===== src/rtl/fifo_share_ctrl_if.sv =====
// Bundle of requester, FIFO-port and consumer signals around fifo_share_ctrl.
// master is the controller's view; slave is the surrounding requesters/FIFO/consumer.
interface fifo_share_ctrl_if #(
  parameter int N  = 4,
  parameter int DW = 64
);
  localparam int IW = $clog2(N);
  localparam int FW = DW + IW;

  logic          arb_en;
  logic [N-1:0]  in_valid;
  logic [N*DW-1:0] in_data;
  logic [N-1:0]  in_ready;

  logic          fifo_wr_en;
  logic [FW-1:0] fifo_din;
  logic          fifo_full;
  logic          fifo_rd_en;
  logic [FW-1:0] fifo_dout;
  logic          fifo_empty;

  logic          out_valid;
  logic [DW-1:0] out_data;
  logic [IW-1:0] out_id;
  logic          out_ready;

  modport master (
    input  arb_en, in_valid, in_data, fifo_full, fifo_dout, fifo_empty, out_ready,
    output in_ready, fifo_wr_en, fifo_din, fifo_rd_en, out_valid, out_data, out_id
  );

  modport slave (
    output arb_en, in_valid, in_data, fifo_full, fifo_dout, fifo_empty, out_ready,
    input  in_ready, fifo_wr_en, fifo_din, fifo_rd_en, out_valid, out_data, out_id
  );
endinterface


===== src/rtl/fifo_share_ctrl.sv =====
// Round-robin sharing of one synchronous FIFO among N writers, with a read
// sequencer that hides the FIFO read latency behind a 2-entry valid/ready buffer.
//
// state     | meaning
// BUF_EMPTY | no word buffered, out_valid low
// BUF_ONE   | one word buffered, head presented on out_*
// BUF_TWO   | buffer full, reads issued only when a pop frees a slot
module fifo_share_ctrl #(
  parameter int N  = 4,
  parameter int DW = 64
) (
  input  logic clk,
  input  logic nreset,
  fifo_share_ctrl_if.master bus
);
  localparam int IW = $clog2(N);
  localparam int FW = DW + IW;

  typedef enum logic [1:0] {
    BUF_EMPTY = 2'd0,
    BUF_ONE   = 2'd1,
    BUF_TWO   = 2'd2
  } buf_state_t;

  // ---------------- write arbitration ----------------
  logic [IW-1:0] ptr;
  logic [IW-1:0] winner;
  logic [IW-1:0] cand;
  logic          found;
  logic          grant;
  logic [N-1:0]  ready;
  logic [DW-1:0] sel_data;
  int            idx;

  always_comb begin
    winner = '0;
    cand   = '0;
    found  = 1'b0;
    idx    = 0;
    for (int k = 1; k <= N; k++) begin
      idx = int'(ptr) + k;
      if (idx >= N) idx = idx - N;
      cand = IW'(idx);
      if (!found && bus.in_valid[cand]) begin
        found  = 1'b1;
        winner = cand;
      end
    end
  end

  // Reset gates the grant so in_ready/fifo_wr_en fall the moment nreset drops.
  assign grant = nreset & bus.arb_en & ~bus.fifo_full & found;

  always_comb begin
    ready    = '0;
    sel_data = '0;
    for (int i = 0; i < N; i++) begin
      if (winner == IW'(i)) begin
        ready[i] = grant;
        sel_data = bus.in_data[i*DW +: DW];
      end
    end
  end

  always_ff @(posedge clk or negedge nreset) begin
    if (!nreset) begin
      ptr <= IW'(N - 1);
    end else if (grant) begin
      ptr <= winner;
    end
  end

  assign bus.in_ready   = ready;
  assign bus.fifo_wr_en = grant;
  assign bus.fifo_din   = grant ? {winner, sel_data} : '0;

  // ---------------- read sequencing ----------------
  buf_state_t    state;
  buf_state_t    state_nxt;
  logic [1:0]    count;
  logic [1:0]    occ;
  logic          inflight;
  logic          push;
  logic          pop;
  logic          rd_en;
  logic          out_valid;
  logic [FW-1:0] mem [2];
  logic          head;
  logic          tail;

  assign count     = state;
  assign out_valid = (state != BUF_EMPTY);
  assign pop       = out_valid & bus.out_ready;
  assign push      = inflight;
  assign occ       = count + {1'b0, inflight};

  // A read may be launched into a slot that this cycle's pop is freeing.
  assign rd_en = nreset & ~bus.fifo_empty &
                 ({1'b0, occ} < (3'd2 + {2'b00, pop}));

  always_ff @(posedge clk or negedge nreset) begin
    if (!nreset) begin
      state <= BUF_EMPTY;
    end else begin
      state <= state_nxt;
    end
  end

  always_comb begin
    state_nxt = state;
    case (state)
      BUF_EMPTY: if (push) state_nxt = BUF_ONE;
      BUF_ONE: begin
        if (push && !pop)      state_nxt = BUF_TWO;
        else if (!push && pop) state_nxt = BUF_EMPTY;
      end
      BUF_TWO: if (pop && !push) state_nxt = BUF_ONE;
      default: state_nxt = BUF_EMPTY;
    endcase
  end

  always_ff @(posedge clk or negedge nreset) begin
    if (!nreset) begin
      inflight <= 1'b0;
      head     <= 1'b0;
      tail     <= 1'b0;
      mem[0]   <= '0;
      mem[1]   <= '0;
    end else begin
      inflight <= rd_en;
      if (push) begin
        mem[tail] <= bus.fifo_dout;
        tail      <= ~tail;
      end
      if (pop) begin
        head <= ~head;
      end
    end
  end

  assign bus.fifo_rd_en = rd_en;
  assign bus.out_valid  = out_valid;
  assign bus.out_data   = mem[head][DW-1:0];
  assign bus.out_id     = mem[head][FW-1:DW];

endmodule


===== src/flat_wrapper.sv =====
// flat-port wrapper written by rule: the top's interface ports become plain ports
module fifo_share_ctrl_flat 
#(
  parameter int N  = 4,
  parameter int DW = 64
)
  (clk, nreset, bus_arb_en, bus_in_valid, bus_in_data, bus_fifo_full, bus_fifo_dout, bus_fifo_empty, bus_out_ready, bus_in_ready, bus_fifo_wr_en, bus_fifo_din, bus_fifo_rd_en, bus_out_valid, bus_out_data, bus_out_id);
  fifo_share_ctrl_if #(.N(N), .DW(DW)) bus_i ();
  input  logic clk;
  input  logic nreset;
  input wire logic [$bits(bus_i.arb_en)-1:0] bus_arb_en;
  input wire logic [$bits(bus_i.in_valid)-1:0] bus_in_valid;
  input wire logic [$bits(bus_i.in_data)-1:0] bus_in_data;
  input wire logic [$bits(bus_i.fifo_full)-1:0] bus_fifo_full;
  input wire logic [$bits(bus_i.fifo_dout)-1:0] bus_fifo_dout;
  input wire logic [$bits(bus_i.fifo_empty)-1:0] bus_fifo_empty;
  input wire logic [$bits(bus_i.out_ready)-1:0] bus_out_ready;
  output wire logic [$bits(bus_i.in_ready)-1:0] bus_in_ready;
  output wire logic [$bits(bus_i.fifo_wr_en)-1:0] bus_fifo_wr_en;
  output wire logic [$bits(bus_i.fifo_din)-1:0] bus_fifo_din;
  output wire logic [$bits(bus_i.fifo_rd_en)-1:0] bus_fifo_rd_en;
  output wire logic [$bits(bus_i.out_valid)-1:0] bus_out_valid;
  output wire logic [$bits(bus_i.out_data)-1:0] bus_out_data;
  output wire logic [$bits(bus_i.out_id)-1:0] bus_out_id;
  assign bus_i.arb_en = bus_arb_en;
  assign bus_i.in_valid = bus_in_valid;
  assign bus_i.in_data = bus_in_data;
  assign bus_i.fifo_full = bus_fifo_full;
  assign bus_i.fifo_dout = bus_fifo_dout;
  assign bus_i.fifo_empty = bus_fifo_empty;
  assign bus_i.out_ready = bus_out_ready;
  assign bus_in_ready = bus_i.in_ready;
  assign bus_fifo_wr_en = bus_i.fifo_wr_en;
  assign bus_fifo_din = bus_i.fifo_din;
  assign bus_fifo_rd_en = bus_i.fifo_rd_en;
  assign bus_out_valid = bus_i.out_valid;
  assign bus_out_data = bus_i.out_data;
  assign bus_out_id = bus_i.out_id;
  fifo_share_ctrl #(.N(N), .DW(DW)) u_core (.clk(clk), .nreset(nreset), .bus(bus_i));
endmodule

===== config.mk =====
export PLATFORM = sky130hd
export DESIGN_NAME = fifo_share_ctrl_flat
export DESIGN_NICKNAME = d
export VERILOG_FILES = /design/src/rtl/fifo_share_ctrl_if.sv /design/src/rtl/fifo_share_ctrl.sv /design/src/flat_wrapper.sv
export SDC_FILE = /design/constraint.sdc
export NUM_CORES = 1
export LEC_CHECK = 0
export CAP_MARGIN = 25
export CORE_AREA = 2 2 185 187
export CTS_BUF_LIST = sky130_fd_sc_hd__clkbuf_8
export DETAILED_ROUTE_END_ITERATION = 8
export DIE_AREA = 0 0 187 189
export PLACE_DENSITY_LB_ADDON = 0.15
export SYNTH_ARGS = -nofsm -noshare
export SYNTH_HDL_FRONTEND = slang
export SYNTH_SLANG_ARGS = --single-unit

===== constraint.sdc =====
create_clock -name clk -period 2.3 [get_ports clk]
set_input_delay 0.46 -clock clk [delete_from_list [all_inputs] [get_ports clk]]
set_output_delay 0.46 -clock clk [all_outputs]
set_load 0.05 [all_outputs]

==> results by group <==
Timing
  • Tcrit/Tclk final: 131.8%
  • Min Clock Period, post-route: just over 3000 ps
  • Fmax: 329.8 MHz
  • Hold Slack: around 310 ps
  • Final Slew Violations: 0
  • Final Worst Setup Slack: -732.2 ps
  • Setup violators final: 70
  • Final hold violation count: 0
  • Slew margin rel.: approximately half
  • Clk_skew: about 19 ps
  • RSZ-0062 raised after global routing: yes
  • Worst slew pin tran: between 700 and 800 ps

Synth
  • Synth unique cells: 41
  • Syn_nets: 1052
  • Synth Warn #: 0
  • Seq cells post-synth: around 140
  • Mapped Avg Cell Area: 11.22 um^2
  • Syn Inst Count: 717
  • Register area share after synthesis: a little over two fifths
  • Post-synthesis cell area: 0.008048 mm^2
  • Ys async rst share: 100.0%
  • Synth Flop Type: dfrtp_1
  • EDFF count, synth: 0

Layout
  • Final core occ: 49.55%
  • Commonest non-fill, non-tap cell in the layout: clkdlybuf4s50_1
  • Final #Nets: around 1600
  • Post-route design area: roughly 0.016 mm^2
  • Area grow syn2layout: 104.9%
  • Layout cells sized above 1: ~48%
  • Most frequent cells in the layout: 324 x clkdlybuf4s50_1, 198 x mux2_2, 133 x dfrtp_1

Setup path
  • CP cell instances: mux2i_2 -> o22ai_4 -> a211o_4 -> buf_12 -> o221ai_1 -> buf_4 -> a31oi_4 -> buf_12
  • CP max FO: 19
  • Worst EP required: 1840 ps
  • CP most frequent cell: buf_12
  • R2R Setup Slk: 510 ps
  • Startpoint type of the worst setup path: register
  • Reg2Reg Capture Point: u_core.ptr[0]
  • Worst r2r src: u_core.ptr[1]
  • FF-to-FF path depth: 7
  • Crit. End Element: primary output
  • Crit path kind: register to primary output
  • CP max stage cell: dfstp_2
  • CP max stage delay: 600 ps
  • WP data arrival: 2570 ps

Drt
  • Post-DRT Antenna Nets: 0
  • DR iter-0 viols: between 300 and 400
  • Via density: 4.725
  • # DRC: 0
  • WL/cell: 21.83 um
  • Vias after detailed routing: between 8000 and 9000
  • Final WL: between 30000 and 40000 um
  • DR pass1 iterations: 4

Floorplanning
  • Die X: 187 um
  • Initial core utilization: between 20% and 30%
  • FP Rows: 67
  • DIE AREA: 0.03534 mm^2
  • Die Span Y: 189 um
  • I/O pins: 471
  • Core area: 0.03328 mm^2

Clock tree
  • H-tree depth: 4
  • Clock sink count: 139
  • Root Buffer: clkbuf_8
  • Clock transition at path regs: 100 ps
  • CTS tree: built
  • Total CTS buffers: 17
  • Skew-Pair Late Insertion Delay: about 440 ps
  • Clock buffer depth: 2
  • Cts hold-fix bufs: 0

Power
  • P_leak: 6.237 nW
  • Max rail drop VDD: around 1.1 mV
  • Power Total: between 0.015 and 0.02 W
  • Power Dens Cells: around 1100 mW/mm^2

Placement
  • RD Place Congestion: 0.8623
  • Placed wire-length estimate: 28200 um
  • Post-DP Area: 0.01535 mm^2
  • Post-place setup slack: -809.1 ps
  • # port buffers: 470

Status
  • Status: finished, violations left
  • Failing checks: negative setup slack

GRT
  • Total Routing Usage GR: roughly a fifth
  • Initial antenna violation count: 10
  • First-pass GRT wire length: 55370 um
  • Vias in the first global route: ~8400
  • GRT overflow: 0
  • Largest net degree at the start of global routing: 140

Job
  • Max cap viols: 0

Hold path
  • Min-Delay Path Class: input port to asynchronous set/reset pin
[timing repair]
| item | CTS | global route |
|---|---|---|
| hold endpoints to repair | 0 | 0 |
| gates resized for setup | 92 | 16 |
| gates cloned | 5 | 1 |
| setup buffers | 17 | 8 |
| setup endpoints to repair | 73 | 72 |
| pin swaps | 7 | 2 |
[worst max-delay path, delay by kind of cell (launching register included)]
family,cells,cell delay (ps)
buffers and inverters,3,500
multiplexers,1,270
flip-flops,1,600
AO/OA/AOI/OAI,4,760
[state kept, by name, indices dropped and copies added, names as in the netlist]
name / cells
u_core.tail: 1
u_core.head: 1
u_core.inflight: 1
u_core.count: 2
u_core.mem: 132
u_core.ptr: 2
[per-layer routing]
metal	routed length [um]	track usage, %
met3	2931	6.821
met5	13	0
met1	14450	24.57
met2	19130	35.10
met4	805	6.777
[layout make-up]
cell class | count | area [um^2]
fillers | 3018 | 16790
repair buffers | 568 | 6502
multi-input cells | 509 | 5488
flip-flops and latches | 139 | 3486
well taps | 448 | 560.5
clock buffers | 18 | 247.7
clock inverters | 14 | 161.4
inverters | 6 | 26.28
diodes | 8 | 20.02
[where the power goes]
| part | switching [W] | internal, W | total [W] |
|---|---|---|---|
| sequential | 0.000588 | 0.00368 | 0.00427 |
| combinational | 0.00657 | 0.00480 | 0.0114 |
| clock | 0.00105 | 0.00102 | 0.00207 |
[metrics by stage]
step,cells,TNS (ps)
floorplan,717,-8239
global placement,1643,-47340
detailed placement,1643,-48980
CTS,1697,-46950
global route,1709,-54600
finish,1710,-45610
[cell usage after synthesis, drive strengths merged (2+ instances only)]
library cell / instances / area share (%)
a22oi: 15 / 1.4
o2bb2ai: 9 / 0.98
nand3b: 2 / 0.19
nor2: 10 / 0.47
o21ai: 9 / 0.56
ha: 3 / 0.47
nand2b: 4 / 0.31
a211o: 2 / 0.22
xnor2: 2 / 0.22
a31oi: 54 / 4.2
buf: 43 / 3.0
a21o: 5 / 0.47
a21oi: 3 / 0.19
o221ai: 42 / 6.1
xor2: 2 / 0.22
mux2i: 2 / 0.25
inv: 6 / 0.28
clkbuf: 20 / 0.93
nor3: 8 / 0.64
nand3: 32 / 2.0
dfstp: 2 / 0.65
mux2: 198 / 28
dfrtp: 137 / 43
and3: 5 / 0.39
nand2: 91 / 4.2
o41ai: 2 / 0.22
[cell families (layout without fill, tap and decap cells)]
kind of cell | after synthesis | after routing | synth area share (%)
mux | 200 | 200 | 27.95
simple gates | 156 | 156 | 8.629
compound gates | 146 | 146 | 15.00
flops | 139 | 139 | 43.25
buf+inv | 69 | 606 | 4.260
xor+xnor | 4 | 4 | 0.4354
fa+ha+maj | 3 | 3 | 0.4665
other cells | 0 | 8 | 0
[worst max path at each step]
stage / from / endpoint / slack [ps] / cells past startpoint
2_1_floorplan: u_core.ptr[1] / bus_fifo_din[1] / -380 / 7
3_3_place_gp: bus_in_valid[3] / bus_fifo_din[57] / -750 / 11
3_5_place_dp: bus_in_valid[3] / bus_fifo_din[49] / -810 / 7
4_1_cts: u_core.ptr[1] / bus_fifo_din[60] / -760 / 8
5_1_grt: u_core.ptr[1] / bus_fifo_din[60] / -880 / 8
6_report: u_core.ptr[1] / bus_fifo_din[60] / -730 / 8
(Power assumes the default switching activity.)
